--- src/rtl/mode_seq_ctrl.sv ---
// Mode sequencer: LOAD / COUNT / ENUM control FSM driving accumulator y and step counter s.
// All outputs come from registers or a decode of the state register.
module mode_seq_ctrl #(
    parameter int unsigned W          = 8,
    parameter int unsigned SW         = 3,
    parameter int unsigned CNT_STEP   = 1,
    parameter int unsigned ENUM_START = 6,
    parameter int unsigned ENUM_STEP  = 2,
    parameter int unsigned DWELL      = 2
) (
    input  logic          clk,
    input  logic          rst,
    input  logic [W-1:0]  x,
    input  logic [1:0]    on,
    input  logic          start,
    output logic [W-1:0]  y,
    output logic [SW-1:0] s,
    output logic          b,
    output logic [1:0]    regime,
    output logic          active,
    output logic          done
);

    localparam int unsigned DW = (DWELL > 1) ? $clog2(DWELL) : 1;

    localparam logic [DW-1:0] DWELL_RELOAD = DW'(DWELL - 1);
    localparam logic [SW-1:0] CNT_DEC      = SW'(CNT_STEP);
    localparam logic [SW-1:0] ENUM_DEC     = SW'(ENUM_STEP);
    localparam logic [SW-1:0] ENUM_INIT    = SW'(ENUM_START);

    localparam logic [2:0] ST_OFF   = 3'd0;
    localparam logic [2:0] ST_L0    = 3'd1;
    localparam logic [2:0] ST_L1    = 3'd2;
    localparam logic [2:0] ST_L2    = 3'd3;
    localparam logic [2:0] ST_CNT   = 3'd4;
    localparam logic [2:0] ST_EWAIT = 3'd5;
    localparam logic [2:0] ST_ERUN  = 3'd6;

    logic [2:0]    r_state;
    logic [W-1:0]  r_y;
    logic [SW-1:0] r_s;
    logic          r_b;
    logic          r_active;
    logic          r_done;
    logic [DW-1:0] r_dwell;

    logic [2:0]    w_state_nxt;
    logic [W-1:0]  w_y_nxt;
    logic [SW-1:0] w_s_nxt;
    logic          w_b_nxt;
    logic          w_active_nxt;
    logic          w_done_nxt;
    logic [DW-1:0] w_dwell_nxt;

    logic [W:0]    w_sum;
    logic          w_cnt_borrow;
    logic          w_enum_last;

    assign w_sum        = {1'b0, r_y} + {1'b0, x};
    assign w_cnt_borrow = (r_s < CNT_DEC);
    assign w_enum_last  = (r_s < ENUM_DEC);

    always_comb begin
        w_state_nxt  = r_state;
        w_y_nxt      = r_y;
        w_s_nxt      = r_s;
        w_b_nxt      = r_b;
        w_active_nxt = r_active;
        w_done_nxt   = 1'b0;
        w_dwell_nxt  = r_dwell;
        case (r_state)
            ST_OFF: begin
                case (on)
                    2'd3: w_state_nxt = ST_L0;
                    2'd2: w_state_nxt = ST_CNT;
                    2'd1: begin
                        w_state_nxt = ST_EWAIT;
                        w_b_nxt     = 1'b0;
                    end
                    default: ;
                endcase
            end
            ST_L0: begin
                w_y_nxt     = x;
                w_state_nxt = ST_L1;
            end
            ST_L1: begin
                {w_b_nxt, w_y_nxt} = w_sum;
                w_s_nxt            = r_s - SW'(1);
                w_state_nxt        = ST_L2;
            end
            ST_L2: begin
                w_state_nxt = ST_OFF;
                w_done_nxt  = 1'b1;
            end
            ST_CNT: begin
                if (start) begin
                    w_s_nxt = r_s - CNT_DEC;
                    // Borrow out of s carries into the accumulator
                    if (w_cnt_borrow) begin
                        w_y_nxt = r_y + W'(1);
                        w_b_nxt = 1'b1;
                    end else begin
                        w_b_nxt = 1'b0;
                    end
                end else begin
                    w_state_nxt = ST_OFF;
                    w_b_nxt     = 1'b0;
                    w_done_nxt  = 1'b1;
                end
            end
            ST_EWAIT: begin
                if (!start) begin
                    w_s_nxt      = ENUM_INIT;
                    w_dwell_nxt  = DWELL_RELOAD;
                    w_active_nxt = 1'b1;
                    w_state_nxt  = ST_ERUN;
                end
            end
            ST_ERUN: begin
                if (r_dwell != '0) begin
                    w_dwell_nxt = r_dwell - DW'(1);
                end else if (!w_enum_last) begin
                    w_s_nxt     = r_s - ENUM_DEC;
                    w_dwell_nxt = DWELL_RELOAD;
                end else begin
                    w_active_nxt = 1'b0;
                    w_done_nxt   = 1'b1;
                    w_state_nxt  = ST_OFF;
                end
            end
            default: begin
                w_state_nxt  = ST_OFF;
                w_active_nxt = 1'b0;
            end
        endcase
    end

    always_ff @(posedge clk) begin
        if (!rst) begin
            r_state  <= ST_OFF;
            r_y      <= '0;
            r_s      <= '0;
            r_b      <= 1'b0;
            r_active <= 1'b0;
            r_done   <= 1'b0;
            r_dwell  <= '0;
        end else begin
            r_state  <= w_state_nxt;
            r_y      <= w_y_nxt;
            r_s      <= w_s_nxt;
            r_b      <= w_b_nxt;
            r_active <= w_active_nxt;
            r_done   <= w_done_nxt;
            r_dwell  <= w_dwell_nxt;
        end
    end

    always_comb begin
        case (r_state)
            ST_L0, ST_L1, ST_L2: regime = 2'd3;
            ST_CNT:              regime = 2'd2;
            ST_EWAIT, ST_ERUN:   regime = 2'd1;
            default:             regime = 2'd0;
        endcase
    end

    assign y      = r_y;
    assign s      = r_s;
    assign b      = r_b;
    assign active = r_active;
    assign done   = r_done;

endmodule

--- config.mk ---
export PLATFORM = sky130hd
export DESIGN_NAME = mode_seq_ctrl
export DESIGN_NICKNAME = d
export VERILOG_FILES = /design/src/rtl/mode_seq_ctrl.sv
export SDC_FILE = /design/constraint.sdc
export NUM_CORES = 1
export LEC_CHECK = 0
export CAP_MARGIN = 20
export CORE_MARGIN = 2
export CORE_UTILIZATION = 30
export CTS_CLUSTER_SIZE = 20
export DETAILED_ROUTE_END_ITERATION = 8
export GPL_TIMING_DRIVEN = 0
export PLACE_DENSITY = 0.46
export SLEW_MARGIN = 20
export SYNTH_ARGS = -nofsm -noshare
export SYNTH_HDL_FRONTEND = slang
export SYNTH_SLANG_ARGS = --single-unit
export TNS_END_PERCENT = 100
--- constraint.sdc ---
create_clock -name clk -period 4.3 [get_ports clk]
set_clock_uncertainty 0.2 [all_clocks]
set_input_delay 0.43 -clock clk [delete_from_list [all_inputs] [get_ports clk]]
set_output_delay 0.43 -clock clk [all_outputs]
set_load 0.1 [all_outputs]
==> results.ini <==
[run_status]
status = finished, final reports clean

[place]
port_buffers = 28
dpl.hpwl_um = 3800
placed_cell_area_um2 = 2076
pre_cts_ws_ns = 1.136
gp_congestion = 0.8056
placed_cells = 324

[setup_path]
start_kind = register
critical_path_class = register to primary output
slowest_stage = clkdlybuf4s50_1
startpoint = r_state[2]
worst-path-buf-inv = 3
endpoint_kind = primary output
path_delay_family = buffers and inverters
crit_path_cell_trace = buf_2, buf_1, xnor2_1, clkdlybuf4s50_1
reg2reg_from = y[1]
slowest_delay_ns = 1.15
rr_worst_depth = 5
cp_num_cells = 4
worstPathArrival_ns = 2.82
worstPathMaxFanout = 10
critPathRequiredTime_ns = 3.67

[cts]
numCtsBuffers = 3
root_buffer = clkbuf_8
cts_setup_buffers = 0
ctsHtreeMaxLevel = 1
cts_hold_buf = 0
cts_buffer_depth = 2
path_clk_slew_ns = 0.08
cts_resized = 0
clock_latency_ns = 0.27
tritoncts = built
clock-sinks = 18

[synthesis]
synth_cells = 224
ys_types = 55
synthFlopType = dfxtp_1
ys_seq_area_frac = 0.2113
synth_area_per_cell_um2 = 7.613
synth-warning-count = 0
synth_edf_count = 0
async_flop_share = 0
synth-seq-cells = 18
syn_nets = 253
netlist_area_um2 = 1705

[routing]
postRouteAntennaNets = 0
finalWirelength_um = 5073
viasPerCell = 5.210
drt_iter0_drc = 74
first_pass_iters = 5
num_vias = 1709
route.detailed.drc = 0
wl_per_cell_um = 15.47

[sta]
max_freq_mhz = 289.9
worst_slack_ns = 0.8501
fin_crit_sh = 0.8023
tns_ns = 0
slew_headroom = 0.3513
fin_crit_ns = 3.450
finalSetupViolations = 0
finalHoldViolCount = 0
rsz0062_at_grt = no
drv_slew = 0
worst_pin_slew_ns = 0.9700

[die]
initial_utilization = 0.3097
die_x_um = 79.40
design.core.area_um2 = 5507
ios = 29
rows = 27
dieArea_um2 = 6304
die_h_um = 79.40

[pwr]
power_frac_comb = 0.635
ir_worst_vdd_mv = 0.2876
p_sw_uw = 592.1
p_int_uw = 503.8
switching_share = 0.5403
p_clk_frac = 0.141
power.leakage_uw = 0.0008058
power.density_nw_per_um2 = 514.3
power_frac_seq = 0.224

[grt]
top_usage_layer = met1
grt_pass1_vias = 1615
grt_first_pass_wirelength_um = 8224
grt_use_met2 = 0.2466
grt-ovfl-total = 0
use_met1 = 0.2528
grt_usage = 0.1685
grt_max_degree = 11
met3_usage = 0.02036
antenna_found_initial = 0

[finish]
fill_cells = 576
multi_input_area_um2 = 1236
drive_gt1_frac = 0.07422
nets = 286
final-seq-area_um2 = 360.3
fin_area_um2 = 2131
instances_no_fill = 328
area_delta_synth_final_pct = 24.94
antenna_cells = 0

[min_path]
hold_path.class = register to register
min_from = active
whs_path_depth = 2

[flow_run]
drv_cap = 0

## metrics by stage
stage | total power [µW] | util | hold slack [ns]
3_5_place_dp | 943.1 | 0.3770 | 0.2611
5_1_grt | 1168 | 0.3870 | 0.3168
6_report | 1096 | 0.3870 | 0.2707
3_3_place_gp | 946.8 | 0.3770 | 0.2615
4_1_cts | 1098 | 0.3870 | 0.2773
2_1_floorplan | 780.4 | - | 0.3207
## power groups by stage
stage	combinational, µW	clock [µW]	sequential (µW)
detailed placement	693	0	250
floorplan	346	0	435
CTS	696	157	246
global placement	696	0	250
global route	750	165	253
finish	696	154	246
## state kept, by name (all words and copies together), names as in the netlist
register	cells
active	1
b	1
done	1
r_dwell	1
r_state	3
s	3
y	8
## final cells by class
type,instances,area share
Multi-Input combinational cell,182,0.5802
Sequential cell,18,0.1691
Timing Repair Buffer,28,0.1315
Tap cell,72,0.04228
Buffer,11,0.02819
Clock buffer,4,0.02584
Inverter,13,0.02290
## cell usage after synthesis (2+ instances only)
cell type | count | area [µm²]
a211oi_1 | 4 | 30.03
a21o_1 | 4 | 30.03
a21oi_1 | 17 | 85.08
a22oi_1 | 4 | 30.03
a311oi_1 | 3 | 26.28
a31oi_1 | 4 | 25.02
and3_1 | 2 | 12.51
buf_1 | 2 | 7.510
buf_2 | 6 | 30.03
dfxtp_1 | 18 | 360.4
ha_1 | 15 | 187.7
inv_1 | 12 | 45.04
mux2i_1 | 5 | 50.05
nand2_1 | 13 | 48.80
nand2b_1 | 9 | 56.30
nand3_1 | 2 | 10.01
nand4_1 | 3 | 18.77
nor2_1 | 24 | 90.09
nor2b_1 | 5 | 31.28
nor3_1 | 6 | 30.03
nor4b_1 | 2 | 17.52
o21a_1 | 2 | 15.01
o21ai_0 | 20 | 100.1
o21ai_1 | 2 | 10.01
o22ai_1 | 3 | 18.77
o32ai_1 | 2 | 17.52
xnor2_1 | 5 | 43.79
xor2_1 | 3 | 26.28
## worst paths after layout
check	to	slack [ns]
worst max-delay path	regime[1]	0.85
worst min register to register	active	0.27
worst max register to register	y[3]	1.92
worst min-delay path	active	0.27
## worst min-delay path, delay by kind of cell, from the launching register on
kind / cells / cell delay, ns
DFF: 1 / 0.32
AOI/OAI and AO/OA: 1 / 0.05
and+or+nand+nor: 1 / 0.05
## cell families (layout without fill, tap and decap cells)
group,Yosys count,in the layout,share of synthesized area
DFF,18,18,0.2113
adders and majority gates,16,16,0.1218
muxes,5,5,0.02935
AOI/OAI and AO/OA,78,78,0.2964
and+or+nand+nor,75,75,0.2363
buffers and inverters,24,56,0.06383
xor gates and xnor gates,8,8,0.04109
## cell usage in the layout, fill, tap and decap left out, types with 2 or more instances in the layout
master,Yosys,final
xor2_1,3,3
buf_2,6,6
a22oi_1,4,4
inv_1,12,12
a311oi_1,3,3
nor2b_1,5,5
o21a_1,2,2
a21o_1,4,4
and3_1,2,2
o21ai_0,20,20
dfxtp_1,18,18
xnor2_1,5,5
nor4b_1,2,2
nor3_1,6,6
o32ai_1,2,2
clkbuf_8,0,4
a211oi_1,4,4
a31oi_1,4,4
nand2_1,13,13
mux2i_1,5,5
nand4_1,3,3
clkdlybuf4s50_1,0,28
buf_1,2,2
nand2b_1,9,9
o22ai_1,3,3
ha_1,15,15
a21oi_1,17,17
nor2_1,24,24
nand3_1,2,2
o21ai_1,2,2
## layer usage
layer / part of all wire / up-vias
li1: - / 892
met1: 0.53 / 771
met2: 0.42 / 40
met3: 0.034 / 6
met4: 0.0095 / 0
met5: 0 / -
(Power assumes the default switching activity.)
